$ cat src/rtl/pin_entry.sv
// pin_entry: keypad PIN collection and verification stage ahead of the ATM
// transaction controller. Buffers BCD digits while a card is present, compares
// them against stored_pin, issues a one-cycle verdict and enforces a retry
// limit with sticky lockout.
// Optional feature: define PIN_TIMEOUT_EN to build the COLLECT inactivity
// timeout; without it `timeout` is held at 0 and COLLECT waits indefinitely.
module pin_entry #(
    parameter int PIN_DIGITS     = 4,
    parameter int MAX_TRIES      = 3,
    parameter int TIMEOUT_CYCLES = 1000
) (
    input  logic                            clk,
    input  logic                            reset,
    input  logic                            card_inserted,
    input  logic                            key_valid,
    input  logic [3:0]                      key_digit,
    input  logic                            key_enter,
    input  logic                            key_clear,
    input  logic [4*PIN_DIGITS-1:0]         stored_pin,
    output logic                            pin_done,
    output logic                            pin_correct,
    output logic                            locked,
    output logic                            timeout,
    output logic [$clog2(PIN_DIGITS+1)-1:0] digit_count
);

    localparam int BUF_W = 4 * PIN_DIGITS;
    localparam int CNT_W = $clog2(PIN_DIGITS + 1);
    localparam int TRY_W = $clog2(MAX_TRIES + 1);
    localparam logic [CNT_W-1:0] FULL_CNT  = CNT_W'(PIN_DIGITS);
    localparam logic [TRY_W-1:0] TRY_LIMIT = TRY_W'(MAX_TRIES);

    typedef enum logic [2:0] {
        IDLE,
        COLLECT,
        COMPARE,
        RESULT,
        WAIT_REMOVE,
        LOCKED
    } state_t;

    state_t             state_q, state_nxt;
    logic [BUF_W-1:0]   buf_q, buf_nxt;
    logic [CNT_W-1:0]   cnt_q, cnt_nxt;
    logic [TRY_W-1:0]   tries_q, tries_nxt;
    logic [TRY_W-1:0]   tries_inc;
    logic               match_q, match_nxt;
    logic               done_q, done_nxt;
    logic               correct_q, correct_nxt;
    logic               locked_q, locked_nxt;
    logic               timeout_q, timeout_nxt;

`ifdef PIN_TIMEOUT_EN
    localparam int TO_W = $clog2(TIMEOUT_CYCLES + 1);
    localparam logic [TO_W-1:0] TO_LAST = TO_W'(TIMEOUT_CYCLES - 1);

    logic [TO_W-1:0]    idle_q, idle_nxt;
`endif

    // A keypad code is accepted as a digit only when it is valid BCD.
    function automatic logic digit_ok(input logic [3:0] d);
        return d <= 4'd9;
    endfunction

    assign tries_inc = tries_q + 1'b1;

    // Next-state, datapath and registered-output decode for the entry FSM.
    always_comb begin
        state_nxt   = state_q;
        buf_nxt     = buf_q;
        cnt_nxt     = cnt_q;
        tries_nxt   = tries_q;
        match_nxt   = match_q;
        done_nxt    = 1'b0;
        correct_nxt = 1'b0;
        locked_nxt  = locked_q;
        timeout_nxt = 1'b0;
`ifdef PIN_TIMEOUT_EN
        idle_nxt    = '0;
`endif

        case (state_q)
            IDLE: begin
                buf_nxt = '0;
                cnt_nxt = '0;
                if (card_inserted) begin
                    state_nxt = COLLECT;
                end
            end

            COLLECT: begin
                // Card removal beats every key; the try counter is kept.
                if (!card_inserted) begin
                    state_nxt = IDLE;
                    buf_nxt   = '0;
                    cnt_nxt   = '0;
                end else if (key_clear) begin
                    buf_nxt = '0;
                    cnt_nxt = '0;
                end else if (key_enter) begin
                    state_nxt = COMPARE;
                end else if (key_valid) begin
                    // Non-BCD codes and digits beyond a full buffer are dropped.
                    if (digit_ok(key_digit) && (cnt_q < FULL_CNT)) begin
                        buf_nxt = (buf_q << 4) | BUF_W'(key_digit);
                        cnt_nxt = cnt_q + 1'b1;
                    end
                end
`ifdef PIN_TIMEOUT_EN
                else if (idle_q == TO_LAST) begin
                    // Abandoned entry: abort without a verdict or a try charge.
                    timeout_nxt = 1'b1;
                    state_nxt   = IDLE;
                    buf_nxt     = '0;
                    cnt_nxt     = '0;
                end else begin
                    idle_nxt = idle_q + 1'b1;
                end
`endif
            end

            COMPARE: begin
                if (!card_inserted) begin
                    state_nxt = IDLE;
                    buf_nxt   = '0;
                    cnt_nxt   = '0;
                end else begin
                    // A short entry can never match, whatever the buffer holds.
                    match_nxt = (cnt_q == FULL_CNT) && (buf_q == stored_pin);
                    state_nxt = RESULT;
                end
            end

            RESULT: begin
                done_nxt    = 1'b1;
                correct_nxt = match_q;
                // The entered PIN is not kept once the verdict is out.
                buf_nxt     = '0;
                cnt_nxt     = '0;
                if (match_q) begin
                    tries_nxt = '0;
                    state_nxt = WAIT_REMOVE;
                end else begin
                    tries_nxt = tries_inc;
                    if (tries_inc >= TRY_LIMIT) begin
                        locked_nxt = 1'b1;
                        state_nxt  = LOCKED;
                    end else begin
                        state_nxt = COLLECT;
                    end
                end
            end

            WAIT_REMOVE: begin
                if (!card_inserted) begin
                    state_nxt = IDLE;
                end
            end

            LOCKED: begin
                locked_nxt = 1'b1;
            end

            default: begin
                state_nxt = IDLE;
            end
        endcase
    end

    // State, buffer, counters and all outputs; asynchronous active-low reset.
    always_ff @(posedge clk or negedge reset) begin
        if (!reset) begin
            state_q   <= IDLE;
            buf_q     <= '0;
            cnt_q     <= '0;
            tries_q   <= '0;
            match_q   <= 1'b0;
            done_q    <= 1'b0;
            correct_q <= 1'b0;
            locked_q  <= 1'b0;
            timeout_q <= 1'b0;
        end else begin
            state_q   <= state_nxt;
            buf_q     <= buf_nxt;
            cnt_q     <= cnt_nxt;
            tries_q   <= tries_nxt;
            match_q   <= match_nxt;
            done_q    <= done_nxt;
            correct_q <= correct_nxt;
            locked_q  <= locked_nxt;
            timeout_q <= timeout_nxt;
        end
    end

`ifdef PIN_TIMEOUT_EN
    // Inactivity counter; cleared by any strobe and whenever COLLECT is left.
    always_ff @(posedge clk or negedge reset) begin
        if (!reset) begin
            idle_q <= '0;
        end else begin
            idle_q <= idle_nxt;
        end
    end
`endif

    assign pin_done    = done_q;
    assign pin_correct = correct_q;
    assign locked      = locked_q;
    assign timeout     = timeout_q;
    assign digit_count = cnt_q;

endmodule
$ cat config.mk
export PLATFORM = sky130hd
export DESIGN_NAME = pin_entry
export DESIGN_NICKNAME = d
export VERILOG_FILES = /design/src/rtl/pin_entry.sv
export SDC_FILE = /design/constraint.sdc
export NUM_CORES = 1
export LEC_CHECK = 0
export ABC_AREA = 1
export BUFFER_PORTS_ARGS = -buffer_cell sky130_fd_sc_hd__buf_2
export CORE_MARGIN = 4
export CORE_UTILIZATION = 45
export DETAILED_ROUTE_END_ITERATION = 8
export PLACE_DENSITY = 0.67
export SLEW_MARGIN = 20
export SYNTH_ARGS = -nofsm -noshare
export SYNTH_HDL_FRONTEND = slang
export SYNTH_SLANG_ARGS = --single-unit
export TNS_END_PERCENT = 5
$ cat constraint.sdc
create_clock -name clk -period 2.6 [get_ports clk]
set_clock_uncertainty 0.05 [all_clocks]
set_input_delay 0.26 -clock clk [delete_from_list [all_inputs] [get_ports clk]]
set_output_delay 0.26 -clock clk [all_outputs]
set_load 0.1 [all_outputs]
After elaboration in Yosys (flattened, before gate mapping)
Index checks and enable logic that the tools add are counted.
{"block": "totals", "reg_bits": 28, "inputBits": 26, "output_inout_bits": 7, "elab_cells": 70}
{"block": "op_classes", "addsub": 2, "n_lt_le_gt_ge": 3, "eq_ne": 17, "muxes": 28, "bitwise": 2, "reduce_logical": 10}
{"op": "16-bit two-way mux", "count": 6}
{"op": "16-bit case mux with 3 select lines", "count": 1}
{"op": "3-bit two-way mux", "count": 12}
{"op": "3-bit case mux with 6 select lines", "count": 1}
{"op": "16-bit == test", "count": 1}
{"op": "16-bit by 4-bit OR with 16-bit output", "count": 1}
{"op": "4-bit inequality test, second input constant", "count": 3}
{"op": "2-bit inequality test, second input constant", "count": 5}
{"op": "5-bit AND reduction", "count": 2}
{"op": "3-bit == test, second input constant", "count": 3}
{"op": "3-bit case mux with 3 select lines", "count": 1}
{"op": "3-bit by 2-bit == test with 1-bit output, second input constant", "count": 2}
{"op": "3-bit inequality test, second input constant", "count": 2}
{"op": "4-bit less-or-equal comparator, second input constant", "count": 1}
{"op": "1-bit two-way mux", "count": 4}
{"op": "2-bit two-way mux", "count": 2}
{"op": "3-bit by 1-bit adder with 3-bit output, second input constant", "count": 1}
{"op": "3-bit by 1-bit == test with 1-bit output, second input constant", "count": 1}
{"op": "3-bit logical NOT", "count": 1}
{"op": "3-bit < comparator, second input constant", "count": 1}
{"op": "3-bit AND reduction", "count": 1}
{"op": "3-bit nonzero test", "count": 1}
{"op": "2-bit by 1-bit adder with 2-bit output, second input constant", "count": 1}
{"op": "2-bit >= comparator, second input constant", "count": 1}
{"op": "other kinds (6)", "count": 7}

Logic depth before layout (Yosys ltp)
Gate-level depths: netlist (run 1).
{"block": "logic_depth", "depth_word": 8, "depth_mapped": 10, "depth_no_buf": 10}

Least setup slack after synthesis (run 1)
OpenSTA, ideal clock, no wires.
{"block": "synth_path", "path_type": "register -> register", "startpoint": "register cnt_q[0], in the netlist digit_count[0]", "endpoint": "register match_q", "setup_ps": 117, "t_arrival_ps": 1629, "required_time_ps": 2433, "slack_ps": 804, "stages_incl_launch_ff": 11, "n_path_buf": 0, "period_less_slack_ps": 1796, "path_cell_list": "dfrtp_1 -> inv_1 -> ha_1 -> nand2_1 -> inv_1 -> nand2_1 -> nor2_1 -> nand2_1 -> nor2_1 -> nand3_1 -> nand2_1"}
{"block": "synth_via", "elab_chain_cells": 2}
{"item": "start: declaration", "line_no": "44", "rtl": "logic [CNT_W-1:0] cnt_q, cnt_nxt;"}
{"item": "start signal: assignment", "line_no": "185", "rtl": "cnt_q <= cnt_nxt;"}
{"item": "3-bit == test", "line_no": "129", "rtl": "match_nxt = (cnt_q == FULL_CNT) && (buf_q == stored_pin);"}
{"item": "1-bit logical AND", "line_no": "129"}
{"item": "end signal: assignment", "line_no": "187", "rtl": "match_q <= match_nxt;"}
{"item": "end: declaration", "line_no": "47", "rtl": "logic match_q, match_nxt;"}
No other way between the ends.
A chain may end at the register's enable or synchronous reset.

Worst setup path in the final report (run 1)
{"block": "layout_path", "startpoint": "register state_q[1]", "endpoint": "register buf_q[2]"}
{"block": "layout_via", "elab_chain_cells": 4, "word_cells_on_any_way": 12, "cone_classes": "eq/ne (7); mux (1); reduce/logical (4)"}
{"item": "start: declaration", "line_no": "42", "rtl": "state_t state_q, state_nxt;"}
{"item": "start signal: assignment", "line_no": "183", "rtl": "state_q <= state_nxt;"}
{"item": "3-bit by 2-bit == test with 1-bit output / 3-bit logical NOT (equally long branches)", "line_no": "82", "rtl": "case (state_q)"}
{"item": "2-bit OR reduction (no source line)"}
{"item": "3-bit nonzero test (no source line)"}
{"item": "5-bit AND reduction (no source line)"}
{"item": "end signal: assignment", "line_no": "184", "rtl": "buf_q <= buf_nxt;"}
{"item": "end: declaration", "line_no": "43", "rtl": "logic [BUF_W-1:0] buf_q, buf_nxt;"}
Several ways; a longest one is shown, not always the timed one.

==> results by group, run 1 <==
Run status
  – Run status: finished, final reports clean

Synthesis
  – Synth Instances: around 250
  – Synth cell types: 24
  – Synthesized area per cell: about 7 um^2
  – Post-synthesis sequential area ratio: about two fifths
  – Syn_nets: ~280
  – Synthesized cell area: 0.00173 mm^2
  – Warnings from Yosys: 0
  – Yosys reg bits: 28

CTS
  – # resized after CTS: 0
  – Clock Tree Root: clkbuf_8
  – CTS tree: built
  – CTS buffer count: 3
  – Sinks on the clock net: 28
  – CTS H-tree lvls: 1
  – CTS clock-pin slew for the worst setup and hold paths: approximately 0.090 ns
  – Clock tree buffer depth: 2
  – Clock latency at the later pin of the worst-skew pair: 0.28 ns

Worst setup path
  – Crit path max-delay family: simple AND/OR/NAND/NOR gates
  – CP required: 2.77 ns
  – Crit path buffers/inverters: 1
  – Worst Setup End Kind: register
  – Highest-delay cell along the critical path: dfrtp_1
  – CP Cell Sequence: inv_1 -> nand2_2 -> nor2_2 -> nand2_1 -> nor2_2 -> nand2_2 -> nand2_4 -> nand2_1 -> nand2_1
  – Most common cell on crit path: nand2_1
  – Crit Path Max Fanout: 20
  – Crit path DAT: about 1.9 ns
  – CP Launch Type: register
  – Delay of the slowest critical-path stage: about 0.4 ns
  – Worst setup path class: register to register

Detailed routing
  – Post-route DRC: 0
  – Antenna Nets Post-Route: 0
  – DRT iter0 DRCs: 89
  – TritonRoute pass-1 iters: 4
  – WL per Instance: between 10 and 15 um
  – DRT Wirelength: about 3.6 mm
  – Vias per cell: around 4.7
  – Vias: 1541

STA
  – Final Max Tran Viols: 0
  – Slew @ Worst Pin: between 0.6 and 0.7 ns
  – Slew HR: 58.2%
  – Fin. Hold Viols: 0
  – Period minus WS final: 1.73 ns
  – Sum of negative setup slack: 0 ns
  – Final setup fails: 0
  – Fmax achieved: a little under 0.6 GHz
  – RSZ-0062 raised after global routing: no
  – Minimum hold slack: 0.249 ns
  – Fin crit share: between 60% and 70%

Place
  – DP Wirelength: between 2 and 3 mm
  – IO Port Bufs: 31
  – Global placement routability congestion: approximately 0.86

Pwr
  – Sequential Power Share: between 50% and 60%
  – Power per cell area: around 380 mW/mm^2
  – Total power draw: 0.741 mW
  – Power Internal: 0.565 mW
  – Comb power frac: 9.1%
  – Sw frac: between 20% and 30%
  – NetSw: about 0.18 mW
  – Worst vdd ir: between 0.2 and 0.3 mV
  – Static leakage: 1.10 nW
  – Clock Power Share: approximately a third

Floorplan
  – Initial Util: approximately 47%
  – # IOs: 33
  – Std cell rows: 22
  – Core area: 0.00369 mm^2
  – Die W: between 60 and 70 um
  – Die Area: between 0.004 and 0.005 mm^2
  – Die Ht: between 60 and 70 um

Global route
  – Pin count of the biggest net entering global routing: 29
  – Total grt overflow: 0
  – Vias in the first global route: 1345
  – First-pass GRT wire length: 6.24 mm
  – Total Routing Usage GR: between 10% and 20%
  – Initial antenna violation count: 0

Finish
  – Share of cells above drive strength 1: 16.0%
  – Most frequent cells in the layout: nand2_1 (88), inv_1 (42), nor2_1 (31), buf_2 (31), dfrtp_1 (28)
  – Syn-to-layout area delta: 12.0%
  – Nets: ~310
  – # fillers: between 300 and 400
  – Commonest non-fill, non-tap cell in the layout: nand2_1
  – Diode count: 0

Hold path
  – Worst min path class: input port to register

Flow run
  – Max-cap viol count: 0
per-stage QoR:
stage | util, % | instance area, um^2 | worst slack, ns | std cells
2_1_floorplan | - | 1730 | 0.804 | 254
3_3_place_gp | 51.1 | 1880 | 0.875 | 326
3_5_place_dp | 51.1 | 1880 | 0.870 | 326
4_1_cts | 52.5 | 1940 | 0.853 | 330
5_1_grt | 52.5 | 1940 | 0.645 | 330
6_report | 52.5 | 1940 | 0.870 | 330
per-layer routing:
| metal | vias up | GRT usage (%) | routed length (um) | share of wire, % |
|---|---|---|---|---|
| met3 | 6 | 2.59 | 167 | 4.7 |
| met2 | 34 | 23.7 | 1580 | 44 |
| met5 | - | 0 | 0 | 0 |
| li1 | 821 | - | - | - |
| met1 | 680 | 22.3 | 1770 | 49 |
| met4 | 0 | 5.74 | 58 | 1.6 |
power groups by stage:
| stage | Combinational, mW | Clock [mW] | Sequential (mW) |
|---|---|---|---|
| 4_1_cts | 0.0691 | 0.245 | 0.435 |
| 6_report | 0.0673 | 0.239 | 0.435 |
| 2_1_floorplan | 0.0334 | 0 | 0.444 |
| 5_1_grt | 0.0783 | 0.259 | 0.435 |
| 3_3_place_gp | 0.0671 | 0 | 0.444 |
| 3_5_place_dp | 0.0678 | 0 | 0.444 |
cell families after synthesis:
family	after synthesis	synth area share [%]
AO/OA/AOI/OAI	12	4.20
AND/OR/NAND/NOR	156	37.9
XOR/XNOR	4	2.03
flip-flops	28	40.6
buffers and inverters	50	13.0
other	1	0.217
adder cells (fa/ha/maj)	3	2.17
state kept, by name (all words and copies together) (netlist names):
| name | count |
|---|---|
| pin_done | 1 |
| buf_q | 16 |
| state_q | 3 |
| locked | 1 |
| tries_q | 2 |
| digit_count | 3 |
| match_q | 1 |
| pin_correct | 1 |
final timing paths:
kind	from	endpoint	slack (ns)	cells after the start
worst min register to register	buf_q[13]	buf_q[13]	0.43	2
worst max register to register	state_q[1]	buf_q[2]	0.87	9
worst min-delay path	key_digit[0]	buf_q[0]	0.25	5
worst max-delay path	state_q[1]	buf_q[2]	0.87	9
max in group asynchronous	reset	state_q[0]	1.61	2
min in group asynchronous	reset	buf_q[12]	0.48	2
cell usage after synthesis:
library cell | instances | share of area (%)
nor2_2 | 2 | 0.72
xnor2_1 | 3 | 1.5
nand3b_1 | 1 | 0.43
or2_2 | 3 | 1.1
ha_1 | 3 | 2.2
buf_6 | 3 | 2.0
o2bb2ai_1 | 1 | 0.51
nand3_1 | 27 | 7.8
o211ai_1 | 1 | 0.43
nand2_4 | 1 | 0.65
a21oi_1 | 1 | 0.29
o21bai_1 | 1 | 0.43
buf_2 | 2 | 0.58
nand3_2 | 1 | 0.58
conb_1 | 1 | 0.22
a21oi_2 | 1 | 0.51
dfrtp_1 | 28 | 41
nor2_1 | 31 | 6.7
inv_1 | 42 | 9.1
xor2_1 | 1 | 0.51
buf_4 | 3 | 1.3
nand2_1 | 88 | 19
nand2_2 | 2 | 0.72
o21ai_0 | 7 | 2.0
repair_timing:
item                                    CTS  global route
endpoints found under the setup margin    0             0
endpoints found under the hold margin    28             0
buffers inserted                          0             0
hold buffers                              1             0
worst min-delay path: cells and delay by family:
| family | cells | cell delay (ns) |
|---|---|---|
| buffers and inverters | 2 | 0.13 |
| and+or+nand+nor | 3 | 0.16 |
layout make-up:
| class | instances | area (um^2) | area share [%] |
|---|---|---|---|
| inverters | 42 | 158 | 8.14 |
| clock buffers | 3 | 41.3 | 2.13 |
| repair buffers | 33 | 173 | 8.92 |
| multi-input cells | 176 | 803 | 41.5 |
| flip-flops and latches | 28 | 701 | 36.2 |
| well taps | 48 | 60.1 | 3.10 |
No activity file was read; power rests on OpenSTA's default activity.
==> inputs of run 2 (changes only) <==
--- a/config.mk
+++ b/config.mk
@@ -10,7 +10,7 @@
 export CORE_MARGIN = 4
 export CORE_UTILIZATION = 45
 export DETAILED_ROUTE_END_ITERATION = 8
-export PLACE_DENSITY = 0.67
+export PLACE_DENSITY = 0.7
 export SLEW_MARGIN = 20
 export SYNTH_ARGS = -nofsm -noshare
 export SYNTH_HDL_FRONTEND = slang
==> constraint.sdc (replaced) <==
create_clock -name clk -period 1.4 [get_ports clk]
set_clock_uncertainty 0.05 [all_clocks]
set_input_delay 0.14 -clock clk [delete_from_list [all_inputs] [get_ports clk]]
set_output_delay 0.14 -clock clk [all_outputs]
set_load 0.1 [all_outputs]
==> run 2 against run 1 <==
Compared with the run above:
- the run now ends with setup timing left
- core utilization grew 7.9 points
- maximum frequency grew 22%
- combinational power grew 120%
- die area is the same
- global-route usage shrank 0.30 points
- wire length grew 9.9%
- via count grew 4.7%
- cell area grew 15%
- final cell count grew 4.5%
- non-clock buffer count grew 14
- sequential cell count is the same
- first-iteration DRC count shrank 31%
- critical path type unchanged
- critical endpoint is now buf_q[6]
- largest cell class unchanged
- highest routed layer unchanged
==> results by group, run 2 (synthesis results as in run 1) <==
Run status
  – Run status: finished, violations left
  – Failing checks: setup timing

CTS
  – Clock Tree Root: clkbuf_8
  – Clock tree buffer depth: 2
  – Sinks on the clock net: 28
  – CTS clock-pin slew for the worst setup and hold paths: approximately 0.1 ns
  – CTS tree: built
  – CTS H-tree lvls: 1
  – CTS buffer count: 3
  – Clock latency at the later pin of the worst-skew pair: around 0.28 ns

Flow run
  – Max-cap viol count: 0

Finish
  – # fillers: 348
  – Final Cell Area: between 0.002 and 0.0025 mm^2
  – Diode count: 0
  – Reg area: 714 um^2
  – Most frequent cells in the layout: nand2_1 (87), inv_1 (40), nor2_1 (30), buf_2 (30), dfrtp_1 (23)
  – Top reg by flops: buf_q
  – Core Util, Final: approximately 60%
  – Syn-to-layout area delta: 29.0%
  – Commonest non-fill, non-tap cell in the layout: nand2_1
  – Multi-input logic area: a little under 900 um^2
  – Share of cells above drive strength 1: between 20% and 30%
  – Largest register FFs: 16
  – Final cell count without fillers: roughly 350
  – Nets: 327

STA
  – Final Max Tran Viols: 0
  – Fin. Hold Viols: 0
  – Period minus WS final: ~1.4 ns
  – PnR worst setup slack: -0.0220 ns
  – Fin crit share: 102%
  – Final setup fails: 4
  – Sum of negative setup slack: -0.0431 ns
  – Fmax achieved: ~0.7 GHz
  – RSZ-0062 raised after global routing: yes

Detailed routing
  – TritonRoute pass-1 iters: 4
  – DRT Wirelength: 3.93 mm
  – Vias per cell: ~4.7
  – Post-route DRC: 0
  – WL per Instance: 11.4 um
  – Antenna Nets Post-Route: 0
  – Vias: approximately 1600
  – DRT iter0 DRCs: 61

Pwr
  – Total power draw: ~1.6 mW
  – Power per cell area: between 700 and 800 mW/mm^2
  – Worst vdd ir: approximately 0.64 mV
  – Static leakage: between 1 and 1.5 nW

Worst setup path
  – Highest-delay cell along the critical path: dfrtp_1
  – Crit path buffers/inverters: 2
  – Worst setup path class: register to register
  – CP required: about 1.5 ns
  – Worst Setup End Kind: register
  – CP Launch Type: register
  – Delay of the slowest critical-path stage: approximately 0.40 ns
  – Crit path from: state_q[1]
  – CP Cell Sequence: inv_2 -> nand2_4 -> nor2_4 -> nand2_2 -> nor2_4 -> nand2_4 -> clkbuf_16 -> nand3_1 -> nand2_1
  – Crit path max-delay family: simple AND/OR/NAND/NOR gates
  – R2R Path Start: state_q[1]
  – Crit Path Max Fanout: 8
  – Crit path DAT: roughly 1.5 ns

Floorplan
  – Die Ht: ~70 um
  – Initial Util: 46.8%
  – Die Area: ~0.0049 mm^2
  – Die W: around 70 um
  – Std cell rows: 22
  – Core area: between 0.003 and 0.004 mm^2
  – # IOs: 33

Place
  – Placed instance area: between 0.002 and 0.0025 mm^2
  – DP Wirelength: 2.74 mm
  – Global placement routability congestion: ~0.86
  – Dpl cells: about 340
  – IO Port Bufs: 31

Hold path
  – Worst min path class: input port to register
  – Hold Startpoint: key_digit[0]

Global route
  – First-pass GRT wire length: 6.27 mm
  – Total grt overflow: 0
  – Pin count of the biggest net entering global routing: 23
  – Vias in the first global route: approximately 1500
  – Total Routing Usage GR: between 10% and 20%
  – Initial antenna violation count: 0
-- run 2: cell types whose count changed in the layout (fill, tap and decap cells not counted), moves of 5 or more --
cell / before / now
buf_4: 1 / 9
dfrtp_1: 28 / 23
nand3_1: 27 / 22
nand3_2: 1 / 6
-- run 2: layout make-up --
type	count	area share, %
clock buffer	3	1.85
sequential	28	32.1
multi-input combinational	176	39.2
tap	48	2.70
clock inverter	1	1.35
timing repair buffer	47	15.7
inverter	42	7.07
-- run 2: repair_timing --
action / CTS / global route
hold buffers: 1 / 0
setup endpoints to repair: 0 / 21
hold endpoints to repair: 28 / 0
resized for setup: 0 / 22
buffers inserted: 0 / 1
-- run 2: where the power goes --
group	leakage (nW)	internal, mW	total [mW]	switching (mW)
logic	0.803	0.0604	0.145	0.0844
clock network	0.0357	0.383	0.633	0.250
registers	0.369	0.808	0.808	0
-- run 2: layer usage --
metal	share of wire, %	up-vias	track usage [%]
met5	0	-	0
met4	0.86	0	3.62
met3	5.4	6	3.31
met2	49	41	25.7
met1	45	720	20.1
li1	-	847	-
-- run 2: worst paths after layout --
| kind | endpoint | slack (ns) | cells after the start |
|---|---|---|---|
| worst min-delay path | buf_q[0] | 0.12 | 5 |
| worst max register to register | buf_q[6] | -0.02 | 9 |
| max in group asynchronous | digit_count[0] | 0.74 | 3 |
| min in group asynchronous | state_q[0] | 0.17 | 2 |
| worst min register to register | buf_q[11] | 0.43 | 2 |
| worst max-delay path | buf_q[6] | -0.02 | 9 |
-- run 2: through the flow --
step | hold WS [ns] | setup slack (ns)
final | 0.124 | -0.0220
after detailed placement | -0.0580 | 0.0234
after CTS | 0.133 | 0.00924
after global placement | -0.0624 | 0.0440
after floorplan | -0.206 | -0.0103
after global routing | 0.140 | -0.0867
-- run 2: worst reg2reg max path, stage by stage (launching register included) --
cell,delay (ns)
dfrtp_1,0.40
inv_2,0.08
nand2_4,0.06
nor2_4,0.11
nand2_2,0.08
nor2_4,0.13
nand2_4,0.11
clkbuf_16,0.18
nand3_1,0.08
nand2_1,0.05
